<file path="config.mk">
export PLATFORM = sky130hd
export DESIGN_NAME = ktc32_mem_access_unit_flat
export DESIGN_NICKNAME = d
export VERILOG_FILES = /design/src/rtl/ktc32_mem_pkg.sv /design/src/rtl/ktc32_mem_access_unit_if.sv /design/src/rtl/ktc32_lane_steer.sv /design/src/rtl/ktc32_mem_access_unit.sv /design/src/flat_wrapper.sv
export SDC_FILE = /design/constraint.sdc
export NUM_CORES = 1
export LEC_CHECK = 0
export ABC_AREA = 1
export CORE_ASPECT_RATIO = 1.5
export CORE_MARGIN = 3
export CORE_UTILIZATION = 46
export CTS_CLUSTER_SIZE = 12
export DETAILED_ROUTE_END_ITERATION = 10
export GPL_TIMING_DRIVEN = 0
export PLACE_DENSITY = 0.81
export SETUP_SLACK_MARGIN = 0.05
export SYNTH_ARGS = -nofsm -noshare
export SYNTH_HDL_FRONTEND = slang
export SYNTH_SLANG_ARGS = --single-unit
</file>
<file path="constraint.sdc">
create_clock -name clk -period 2.2 [get_ports clk]
set_clock_uncertainty 0.15 [all_clocks]
set_input_delay 0.44 -clock clk [delete_from_list [all_inputs] [get_ports clk]]
set_output_delay 0.44 -clock clk [all_outputs]
set_load 0.01 [all_outputs]
</file>
<file path="src/rtl/ktc32_mem_pkg.sv">
`default_nettype none
// ============================================================================
//  Module      : ktc32_mem_pkg
//  Description : Shared size codes, FSM state encoding and the byte-mask
//                helper for the KTC32 memory-access unit.
//  Revision    : 1.0  initial release
// ============================================================================
package ktc32_mem_pkg;

    // Access size codes presented by the core (0 is illegal)
    localparam logic [1:0] SZ_BYTE = 2'd1;
    localparam logic [1:0] SZ_HALF = 2'd2;
    localparam logic [1:0] SZ_WORD = 2'd3;

    // Controller state encoding
    typedef logic [2:0] state_t;
    localparam logic [2:0] ST_IDLE = 3'd0;
    localparam logic [2:0] ST_REQ  = 3'd1;
    localparam logic [2:0] ST_WAIT = 3'd2;
    localparam logic [2:0] ST_DONE = 3'd3;
    localparam logic [2:0] ST_ERR  = 3'd4;

    // Right-aligned byte mask for an access size; size 3 spans the whole
    // bus when it is 64 bits wide (dword), otherwise four bytes.
    function automatic logic [7:0] size_mask(input logic [1:0] size, input logic wide);
        logic [7:0] m;
        case (size)
            SZ_BYTE: m = 8'h01;
            SZ_HALF: m = 8'h03;
            SZ_WORD: m = wide ? 8'hFF : 8'h0F;
            default: m = 8'h00;
        endcase
        return m;
    endfunction

endpackage
`default_nettype wire

</file>
<file path="src/rtl/ktc32_mem_access_unit_if.sv">
`default_nettype none
// ============================================================================
//  Module      : ktc32_core_if / ktc32_bus_if
//  Description : Core-side request/response bundle and bus-side
//                req/gnt/rvalid bundle of the KTC32 memory-access unit.
//  Revision    : 1.0  initial release
// ============================================================================
interface ktc32_core_if #(
    parameter int DATA_W = 32,
    parameter int ADDR_W = 32
);
    logic              core_req;
    logic              core_we;
    logic [1:0]        core_size;
    logic              core_signed;
    logic [ADDR_W-1:0] core_addr;
    logic [DATA_W-1:0] core_wd;
    logic [DATA_W-1:0] core_rd;
    logic              core_ready;
    logic              core_err;

    // The core issues requests
    modport master (
        output core_req, core_we, core_size, core_signed, core_addr, core_wd,
        input  core_rd, core_ready, core_err
    );

    // The access unit serves them
    modport slave (
        input  core_req, core_we, core_size, core_signed, core_addr, core_wd,
        output core_rd, core_ready, core_err
    );
endinterface

interface ktc32_bus_if #(
    parameter int DATA_W = 32,
    parameter int ADDR_W = 32
);
    logic                  bus_req;
    logic                  bus_we;
    logic [ADDR_W-1:0]     bus_addr;
    logic [DATA_W/8-1:0]   bus_be;
    logic [DATA_W-1:0]     bus_wdata;
    logic                  bus_gnt;
    logic                  bus_rvalid;
    logic [DATA_W-1:0]     bus_rdata;
    logic                  bus_err;

    // The access unit drives requests onto the bus
    modport master (
        output bus_req, bus_we, bus_addr, bus_be, bus_wdata,
        input  bus_gnt, bus_rvalid, bus_rdata, bus_err
    );

    // The memory/slave answers them
    modport slave (
        input  bus_req, bus_we, bus_addr, bus_be, bus_wdata,
        output bus_gnt, bus_rvalid, bus_rdata, bus_err
    );
endinterface
`default_nettype wire

</file>
<file path="src/rtl/ktc32_lane_steer.sv">
`default_nettype none
// ============================================================================
//  Module      : ktc32_lane_steer
//  Description : Combinational byte-lane steering: byte enables and store
//                data shifted to the addressed lane, load data shifted back
//                down, masked to the access size and sign/zero extended.
//  Revision    : 1.0  initial release
// ============================================================================
module ktc32_lane_steer
    import ktc32_mem_pkg::*;
#(
    parameter int DATA_W = 32,
    parameter int LANE_W = $clog2(DATA_W/8)
) (
    input  wire logic [1:0]          i_size,
    input  wire logic [LANE_W-1:0]   i_lane,
    input  wire logic                i_sign_ext,
    input  wire logic [DATA_W-1:0]   i_wd,
    input  wire logic [DATA_W-1:0]   i_rdata,
    output logic      [DATA_W/8-1:0] o_be,
    output logic      [DATA_W-1:0]   o_wdata,
    output logic      [DATA_W-1:0]   o_rd
);
    localparam int c_NB = DATA_W/8;

    logic [DATA_W-1:0] w_sh;

    assign o_be    = c_NB'(size_mask(i_size, DATA_W == 64) << i_lane);
    assign o_wdata = i_wd << {i_lane, 3'b000};

    // Bring the addressed lane down to bit 0, then mask and extend by size
    always_comb begin
        w_sh = i_rdata >> {i_lane, 3'b000};
        o_rd = '0;
        case (i_size)
            SZ_BYTE: o_rd = {{(DATA_W-8){i_sign_ext & w_sh[7]}}, w_sh[7:0]};
            SZ_HALF: o_rd = {{(DATA_W-16){i_sign_ext & w_sh[15]}}, w_sh[15:0]};
            SZ_WORD: o_rd = w_sh;
            default: o_rd = '0;
        endcase
    end

endmodule
`default_nettype wire

</file>
<file path="src/rtl/ktc32_mem_access_unit.sv">
`default_nettype none
// ============================================================================
//  Module      : ktc32_mem_access_unit
//  Description : Memory-access unit between the multi-cycle core and a
//                variable-latency req/gnt/rvalid bus, with lane steering,
//                load extension, misalignment detection and bus timeout.
//  Revision    : 1.0  initial release
// ============================================================================
module ktc32_mem_access_unit
    import ktc32_mem_pkg::*;
#(
    parameter int DATA_W  = 32,
    parameter int ADDR_W  = 32,
    parameter int TIMEOUT = 255
) (
    input  wire logic      clk,
    input  wire logic      reset,
    ktc32_core_if.slave    core,
    ktc32_bus_if.master    bus
);
    localparam int c_NB     = DATA_W/8;
    localparam int c_LANE_W = $clog2(c_NB);
    localparam int c_CNT_W  = (TIMEOUT > 0) ? $clog2(TIMEOUT + 1) : 1;
    localparam logic [c_CNT_W-1:0] c_TO = c_CNT_W'(TIMEOUT);

    state_t              r_state;
    logic                r_we;
    logic [1:0]          r_size;
    logic                r_signed;
    logic [ADDR_W-1:0]   r_addr;
    logic [DATA_W-1:0]   r_wd;
    logic [DATA_W-1:0]   r_rd;
    logic [c_CNT_W-1:0]  r_cnt;

    logic                w_misalign;
    logic                w_bad;
    logic                w_in_req;
    logic [c_CNT_W-1:0]  w_cnt_inc;
    logic                w_timeout;
    logic [c_NB-1:0]     w_be;
    logic [DATA_W-1:0]   w_wdata;
    logic [DATA_W-1:0]   w_rd;
    logic [DATA_W-1:0]   w_load;

    ktc32_lane_steer #(
        .DATA_W (DATA_W),
        .LANE_W (c_LANE_W)
    ) u_steer (
        .i_size     (r_size),
        .i_lane     (r_addr[c_LANE_W-1:0]),
        .i_sign_ext (r_signed),
        .i_wd       (r_wd),
        .i_rdata    (bus.bus_rdata),
        .o_be       (w_be),
        .o_wdata    (w_wdata),
        .o_rd       (w_rd)
    );

    // Alignment check on the incoming request (size 3 covers the full bus width)
    always_comb begin
        w_misalign = 1'b0;
        case (core.core_size)
            SZ_HALF: w_misalign = core.core_addr[0];
            SZ_WORD: w_misalign = |core.core_addr[c_LANE_W-1:0];
            default: w_misalign = 1'b0;
        endcase
    end

    assign w_bad     = (core.core_size == 2'd0) || w_misalign;
    assign w_cnt_inc = r_cnt + c_CNT_W'(1);
    assign w_timeout = (TIMEOUT != 0) && (w_cnt_inc == c_TO);
    // Stores complete with an all-zero read value
    assign w_load    = r_we ? '0 : w_rd;

    // Controller: latch the request, run the bus handshake, time out WAIT
    always_ff @(posedge clk) begin
        if (!reset) begin
            r_state  <= ST_IDLE;
            r_we     <= 1'b0;
            r_size   <= 2'd0;
            r_signed <= 1'b0;
            r_addr   <= '0;
            r_wd     <= '0;
            r_rd     <= '0;
            r_cnt    <= '0;
        end else begin
            case (r_state)
                ST_IDLE: begin
                    if (core.core_req) begin
                        r_we     <= core.core_we;
                        r_size   <= core.core_size;
                        r_signed <= core.core_signed;
                        r_addr   <= core.core_addr;
                        r_wd     <= core.core_wd;
                        r_rd     <= '0;
                        r_state  <= w_bad ? ST_ERR : ST_REQ;
                    end
                end
                ST_REQ: begin
                    if (bus.bus_gnt) begin
                        r_cnt <= '0;
                        if (bus.bus_rvalid) begin
                            // Zero-latency slave: response arrives with the grant
                            if (bus.bus_err) begin
                                r_state <= ST_ERR;
                            end else begin
                                r_rd    <= w_load;
                                r_state <= ST_DONE;
                            end
                        end else begin
                            r_state <= ST_WAIT;
                        end
                    end
                end
                ST_WAIT: begin
                    if (bus.bus_rvalid) begin
                        if (bus.bus_err) begin
                            r_state <= ST_ERR;
                        end else begin
                            r_rd    <= w_load;
                            r_state <= ST_DONE;
                        end
                    end else if (w_timeout) begin
                        r_state <= ST_ERR;
                    end else begin
                        r_cnt <= w_cnt_inc;
                    end
                end
                ST_DONE: r_state <= ST_IDLE;
                ST_ERR:  begin
                    r_rd    <= '0;
                    r_state <= ST_IDLE;
                end
                default: r_state <= ST_IDLE;
            endcase
        end
    end

    // Bus outputs are only non-zero while a request is being presented
    assign w_in_req       = (r_state == ST_REQ);
    assign bus.bus_req    = w_in_req;
    assign bus.bus_we     = w_in_req & r_we;
    assign bus.bus_addr   = w_in_req ? {r_addr[ADDR_W-1:c_LANE_W], {c_LANE_W{1'b0}}} : '0;
    assign bus.bus_be     = w_in_req ? w_be : '0;
    assign bus.bus_wdata  = w_in_req ? w_wdata : '0;

    assign core.core_ready = (r_state == ST_DONE) || (r_state == ST_ERR);
    assign core.core_err   = (r_state == ST_ERR);
    assign core.core_rd    = (r_state == ST_DONE) ? r_rd : '0;

endmodule
`default_nettype wire
</file>
<file path="src/flat_wrapper.sv">
// flat-port wrapper written by rule: the top's interface ports become plain ports
module ktc32_mem_access_unit_flat import ktc32_mem_pkg::*;
#(
    parameter int DATA_W  = 32,
    parameter int ADDR_W  = 32,
    parameter int TIMEOUT = 255
)
  (clk, reset, core_core_req, core_core_we, core_core_size, core_core_signed, core_core_addr, core_core_wd, core_core_rd, core_core_ready, core_core_err, bus_bus_req, bus_bus_we, bus_bus_addr, bus_bus_be, bus_bus_wdata, bus_bus_gnt, bus_bus_rvalid, bus_bus_rdata, bus_bus_err);
  ktc32_core_if #(.DATA_W(DATA_W), .ADDR_W(ADDR_W)) core_i ();
  ktc32_bus_if #(.DATA_W(DATA_W), .ADDR_W(ADDR_W)) bus_i ();
  input  wire logic clk;
  input  wire logic reset;
  input wire logic [$bits(core_i.core_req)-1:0] core_core_req;
  input wire logic [$bits(core_i.core_we)-1:0] core_core_we;
  input wire logic [$bits(core_i.core_size)-1:0] core_core_size;
  input wire logic [$bits(core_i.core_signed)-1:0] core_core_signed;
  input wire logic [$bits(core_i.core_addr)-1:0] core_core_addr;
  input wire logic [$bits(core_i.core_wd)-1:0] core_core_wd;
  output wire logic [$bits(core_i.core_rd)-1:0] core_core_rd;
  output wire logic [$bits(core_i.core_ready)-1:0] core_core_ready;
  output wire logic [$bits(core_i.core_err)-1:0] core_core_err;
  output wire logic [$bits(bus_i.bus_req)-1:0] bus_bus_req;
  output wire logic [$bits(bus_i.bus_we)-1:0] bus_bus_we;
  output wire logic [$bits(bus_i.bus_addr)-1:0] bus_bus_addr;
  output wire logic [$bits(bus_i.bus_be)-1:0] bus_bus_be;
  output wire logic [$bits(bus_i.bus_wdata)-1:0] bus_bus_wdata;
  input wire logic [$bits(bus_i.bus_gnt)-1:0] bus_bus_gnt;
  input wire logic [$bits(bus_i.bus_rvalid)-1:0] bus_bus_rvalid;
  input wire logic [$bits(bus_i.bus_rdata)-1:0] bus_bus_rdata;
  input wire logic [$bits(bus_i.bus_err)-1:0] bus_bus_err;
  assign core_i.core_req = core_core_req;
  assign core_i.core_we = core_core_we;
  assign core_i.core_size = core_core_size;
  assign core_i.core_signed = core_core_signed;
  assign core_i.core_addr = core_core_addr;
  assign core_i.core_wd = core_core_wd;
  assign core_core_rd = core_i.core_rd;
  assign core_core_ready = core_i.core_ready;
  assign core_core_err = core_i.core_err;
  assign bus_bus_req = bus_i.bus_req;
  assign bus_bus_we = bus_i.bus_we;
  assign bus_bus_addr = bus_i.bus_addr;
  assign bus_bus_be = bus_i.bus_be;
  assign bus_bus_wdata = bus_i.bus_wdata;
  assign bus_i.bus_gnt = bus_bus_gnt;
  assign bus_i.bus_rvalid = bus_bus_rvalid;
  assign bus_i.bus_rdata = bus_bus_rdata;
  assign bus_i.bus_err = bus_bus_err;
  ktc32_mem_access_unit #(.DATA_W(DATA_W), .ADDR_W(ADDR_W), .TIMEOUT(TIMEOUT)) u_core (.clk(clk), .reset(reset), .core(core_i), .bus(bus_i));
endmodule
</file>
==> flow_metrics.tcl, run 1 <==
set metrics [dict create \
    outcome "finished with violations" \
    violations "negative setup slack" \
    synthCells 989 \
    gp_congestion 0.924 \
    ir_worst_vdd_uv 516 \
    grt_pass1_wl_mm 37.0 \
    die_x_um 100 \
    die-area_sq_um 14700 \
    r2r_start "u_core.r_state[0]$_SDFFE_PN0P_" \
    rsz0062_at_grt "true" \
    power.leakage_nw 4.06 \
    synth_commonest_cells "nand2_1 (220), nor2_1 (130), a21oi_1 (122)" \
    crit_required_ns 1.61 \
    crit_cells 7 \
    fmax_ghz 0.430 \
    critPathLaunchType "flop" \
    startpoint "u_core.r_addr[0]$_SDFFE_PN0P_" \
    post_drt_wl_per_cell_um 19.9 \
    netlist_area_sq_um 6100 \
    min_path_type "reg -> reg" \
    path_class "reg -> out" \
    io_buffers 206 \
    setup_tns_ns -2.74 \
    coreArea_sq_um 12700 \
    crit_family "buffers and inverters" \
    hold_viol 0 \
    antenna_found_initial 1 \
    hold_slack_ns 0.303 \
    fillers 882 \
    cts_made_buffers 9 \
    drive_above_1_share 0.279 \
    max_cap_violations 0 \
    ys_seq_elements 111 \
    power_mw 7.83 \
    drc_errors 0 \
    yosys-top-cells-area "dfxtp_1 (36%), nand2_1 (14%), a21oi_1 (10%)" \
    layout_min_cycle_time_ns 2.33 \
    synth_edf_count 0 \
    clk_latency_ns 0.37 \
    ant_nets 0 \
    cp_max_fo 7 \
    synth.most_common_cell "nand2_1" \
    worstReg2RegEnd "u_core.r_wd[21]$_SDFFE_PN0P_" \
    period_share 1.06 \
    cts_sinks 111 \
    hpwl_mm 16.9 \
    path_cells "buf_8 > buf_8 > buf_16 > nand2_4 > o21ai_4 > a211oi_2 > buf_2" \
    start_util 0.480 \
    final-max-slew-violation-count 0 \
    viasPerCell 5.76 \
    stdcell_count 1411 \
    grt_usage 0.318 \
    ios 210 \
    multi_input_area_sq_um 3820 \
    critical_path_buf_inv_count 4 \
    rows 50 \
    cts_root_buf "clkbuf_16" \
    power_density_nw_per_um2 796 \
    die_h_um 147 \
    clkSlewWorstSetupHoldPaths_ns 0.08 \
    slew_headroom 0.499 \
    via_count 8128 \
    ys.flop_type "dfxtp_1" \
    area_growth_pct 61.2 \
    endpoint "bus_bus_wdata[31]" \
    nets 1357 \
    rrSetupSlack_ns 0.01 \
    overflow 0 \
    final-seq-area_sq_um 2230 \
    cts.path.max_buffers 2 \
    grt_max_degree 20 \
    arrival_ns 1.74 \
    synthArstFlopShare 0 \
    slowest_stage "dfxtp_2" \
    crit_path_max_incr_delay_ns 0.33 \
    synth_cell_types 32 \
    yosysSeqAreaShare 0.364 \
    synth_area_per_cell_sq_um 6.17 \
    critPathCaptureType "output pin" \
    synth_warnings 0 \
    cts-hold-fix-buffers 0 \
    post-place-cells 1352 \
    synth_top_cell_area_share 0.364 \
    setup_viol 45 \
    timing.final.ws_setup_ns -0.126 \
    drt_wl_total_mm 28.1 \
    h-tree-depth 3 \
    worst_path_most_repeated_cell "buf_8" \
    fin_util 0.774 \
    worst_slew_pin_slew_ns 0.751 \
    synth_top_area_cell "dfxtp_1" \
    drt_pass1_iterations 7 \
    grt_pass1_vias 7370 \
    reg2reg_depth 9 \
    drt_iter0_markers 700 \
    cts_tree "built" \
]
layout by cell type (no fill, tap or decap), drive strengths merged:
master and n:
a22oi 1, bufinv 1, buf 143, ha 2
nand2 223, a211oi 17, conb 2, nor3 11
o21ai 116, o31ai 4, or2 3, nand3b 1
a21oi 122, nor2 134, diode 1, o21bai 1
dfxtp 111, clkinv 2, nand3 49, clkbuf 79
inv 123, nand4 1, clkdlybuf4s50 104, dlygate4sd2 3
and2 1
what timing repair did:
action / in CTS / in global routing
buffers inserted: 18 / 16
cloned: 3 / 5
endpoints found under the hold margin: 0 / 0
endpoints found under the setup margin: 102 / 107
gates resized for setup: 489 / 239
pin swaps: 15 / 30
cell families (layout without fill, tap and decap cells):
kind of cell,Yosys count,count (layout),synth area share
fa+ha+maj,2,2,0.00410
simple gates,422,423,0.280
flops,111,111,0.364
other cells,1,3,0.000615
buf+inv,192,455,0.127
compound gates,261,261,0.224
cell type report:
type / count / area share
multi-input combinational: 688 / 0.389
antenna: 1 / 0.000254
inverter: 120 / 0.0471
clock buffer: 10 / 0.0233
timing repair buffer: 247 / 0.216
buffer: 72 / 0.0697
tap: 156 / 0.0198
clock inverter: 6 / 0.00776
sequential: 111 / 0.227
power breakdown:
group	internal, mW	leakage (nW)	switching [mW]
clock network	0.909	0.150	0.854
registers	2.28	0.914	0.185
logic	1.44	3.00	2.16
metal layers:
metal	track usage	share of wire
met1	0.342	0.32
met2	0.573	0.50
met3	0.0551	0.091
met4	0.185	0.087
met5	0	0
worst min path at each step:
stage	slack [ns]	cells after the start	endpoint	from
CTS	0.31	2	u_core.r_addr[6]$_SDFFE_PN0P_	u_core.r_addr[6]$_SDFFE_PN0P_
floorplan	0.28	2	u_core.r_addr[18]$_SDFFE_PN0P_	u_core.r_addr[18]$_SDFFE_PN0P_
global placement	0.29	2	u_core.r_addr[17]$_SDFFE_PN0P_	u_core.r_addr[17]$_SDFFE_PN0P_
global route	0.33	2	u_core.r_addr[6]$_SDFFE_PN0P_	u_core.r_addr[6]$_SDFFE_PN0P_
detailed placement	0.29	2	u_core.r_addr[6]$_SDFFE_PN0P_	u_core.r_addr[6]$_SDFFE_PN0P_
finish	0.30	2	u_core.r_addr[2]$_SDFFE_PN0P_	u_core.r_addr[2]$_SDFFE_PN0P_
worst min-delay path: stages, from the launching register on:
cell and delay, ns:
dfxtp_1 0.30, inv_1 0.06, a21oi_1 0.05
per-stage QoR:
step / area [sq um] / worst slack [ns]
final: 9830 / -0.126
after CTS: 9240 / -0.100
after global routing: 9830 / -0.133
after detailed placement: 8360 / -0.658
after global placement: 8360 / -0.677
after floorplan: 6100 / 0.182
sequential cells by signal, summed over array words and instances, names as in the netlist:
signal           count
u_core.r_addr       32
u_core.r_rd         32
u_core.r_wd         32
u_core.r_cnt         8
u_core.r_state       3
u_core.r_size        2
u_core.r_signed      1
u_core.r_we          1
Power figures use the tool's default switching activity.
==> run 2: changes to the inputs <==
Settings changed: CORE_MARGIN 3 to 2, CTS_CLUSTER_DIAMETER from default to 50.
==> flow_metrics.tcl, run 2 (synthesized netlist as in run 1, its figures left out) <==
set metrics [dict create \
    outcome "finished with violations" \
    violations "negative setup slack" \
    io_buffers 206 \
    drc_errors 0 \
    cellInternalPower_mw 4.35 \
    p_sw_frac 0.408 \
    antenna_found_initial 0 \
    rrSetupSlack_ns 0.09 \
    final-max-slew-violation-count 0 \
    setup_viol 8 \
    cts.path.max_buffers 2 \
    arrival_ns 1.73 \
    cts_root_buf "clkbuf_16" \
    clk_latency_ns 0.36 \
    ir_worst_vdd_uv 520 \
    antenna_cells 0 \
    final-seq-area_sq_um 2240 \
    rsz0062_at_grt "true" \
    drive_above_1_share 0.234 \
    start_util 0.471 \
    p_comb_frac 0.450 \
    pwr-share-seq 0.333 \
    reg_top3 "u_core.r_addr (32), u_core.r_rd (32), u_core.r_wd (32)" \
    slowest_stage "dfxtp_4" \
    hold_viol 0 \
    fmax_ghz 0.432 \
    crit_required_ns 1.61 \
    power.leakage_nw 4.01 \
    h-tree-depth 3 \
    viasPerCell 5.67 \
    die_h_um 145 \
    min_path_type "reg -> reg" \
    final_common_cell "nand2_1" \
    nets 1342 \
    ios 210 \
    fin_util 0.736 \
    pre_cts_ws_ns -0.674 \
    period_share 1.05 \
    post-place-cells 1355 \
    p_switching_mw 3.00 \
    drt_pass1_iterations 5 \
    post_drt_wl_per_cell_um 18.6 \
    drt_iter0_markers 702 \
    cts_tree "built" \
    path_class "reg -> out" \
    drt_wl_total_mm 26.0 \
    multi_input_area_sq_um 3650 \
    die-area_sq_um 14200 \
    hold_slack_ns 0.304 \
    area_growth_pct 56.3 \
    grt_pass1_vias 7356 \
    gp_congestion 0.957 \
    clkSlewWorstSetupHoldPaths_ns 0.08 \
    stdcell_count 1397 \
    timing.final.ws_setup_ns -0.117 \
    path_cells "buf_8 > buf_8 > nand2_1 > o21ai_1 > a211oi_1 > buf_2" \
    critPathCaptureType "output pin" \
    critPathLaunchType "flop" \
    power_mw 7.35 \
    layout_min_cycle_time_ns 2.32 \
    grt_usage 0.322 \
    ant_nets 0 \
    crit_path_max_incr_delay_ns 0.38 \
    rows 51 \
    die_x_um 98.0 \
    hpwl_mm 16.7 \
    grt_pass1_wl_mm 36.8 \
    slew_headroom 0.561 \
    power_density_nw_per_um2 771 \
    grt_max_degree 19 \
    cts_sinks 111 \
    cp_max_fo 6 \
    coreArea_sq_um 13000 \
    max_cap_violations 0 \
    final_cell_mix "nand2_1 (204), a21oi_1 (114), nor2_1 (111), inv_1 (109)" \
    via_count 7923 \
    worst_slew_pin_slew_ns 0.659 \
    fillers 1011 \
    cts-hold-fix-buffers 0 \
    overflow 0 \
    cts_made_buffers 9 \
    power_frac_clock 0.217 \
    worst_path_most_repeated_cell "buf_8" \
]
run 2: changes by cell type in the layout (fill, tap and decap cells not counted), moves of 10 or more:
| cell | change |
|---|---|
| nor2_2 | -10 |
| nor2_4 | -13 |
| dlygate4sd2_1 | +17 |
| buf_2 | -11 |
| nor2_1 | +23 |
run 2: path summary, 6_finish.rpt:
path,start,endpoint,cells past startpoint
worst max-delay path,u_core.r_addr[0]$_SDFFE_PN0P_,bus_bus_wdata[22],6
worst min-delay path,u_core.r_addr[5]$_SDFFE_PN0P_,u_core.r_addr[5]$_SDFFE_PN0P_,2
worst max register to register,u_core.r_state[0]$_SDFFE_PN0P_,u_core.r_wd[14]$_SDFFE_PN0P_,9
worst min register to register,u_core.r_addr[5]$_SDFFE_PN0P_,u_core.r_addr[5]$_SDFFE_PN0P_,2
run 2: worst max-delay path, delay by kind of cell (launching register included):
family	cells	cell delay, ns
buffers and inverters	3	0.50
AO/OA/AOI/OAI	2	0.41
flip-flops	1	0.38
AND/OR/NAND/NOR	1	0.07
run 2: timing repair:
item / 4_1_cts / 5_1_grt
endpoints found under the setup margin: 102 / 100
cloned: 4 / 2
buffers inserted: 18 / 7
gates resized for setup: 428 / 187
pin swaps: 16 / 16
run 2: power by group through the flow:
stage               registers, mW  clock network [mW]  logic (mW)
floorplan                    2.41                   0        1.44
global placement             2.43                   0        2.30
detailed placement           2.44                   0        2.33
CTS                          2.42                1.57        2.84
global route                 2.47                1.65        3.50
finish                       2.45                1.59        3.30
run 2: per-stage QoR:
stage / TNS (ns) / instance area, sq um
final: -0.373 / 9530
after global routing: -0.673 / 9530
after CTS: -1.88 / 9230
after detailed placement: -30.08 / 8370
after global placement: -30.27 / 8370
after floorplan: 0 / 6100
run 2: cell type report:
type / instances / share of cell area
clock inverters: 6 / 0.00499
inverters: 120 / 0.0491
multi-input cells: 687 / 0.383
well taps: 159 / 0.0209
plain buffers: 70 / 0.0667
clock buffers: 9 / 0.0236
flip-flops and latches: 111 / 0.235
repair buffers: 235 / 0.217
run 2: routing by layer:
layer | track usage | up-vias | wire [um]
met2 | 0.570 | 557 | 12700
li1 | - | 3644 | -
met3 | 0.0660 | 183 | 2380
met1 | 0.344 | 3539 | 8690
met5 | 0 | - | 0
met4 | 0.203 | 0 | 2190
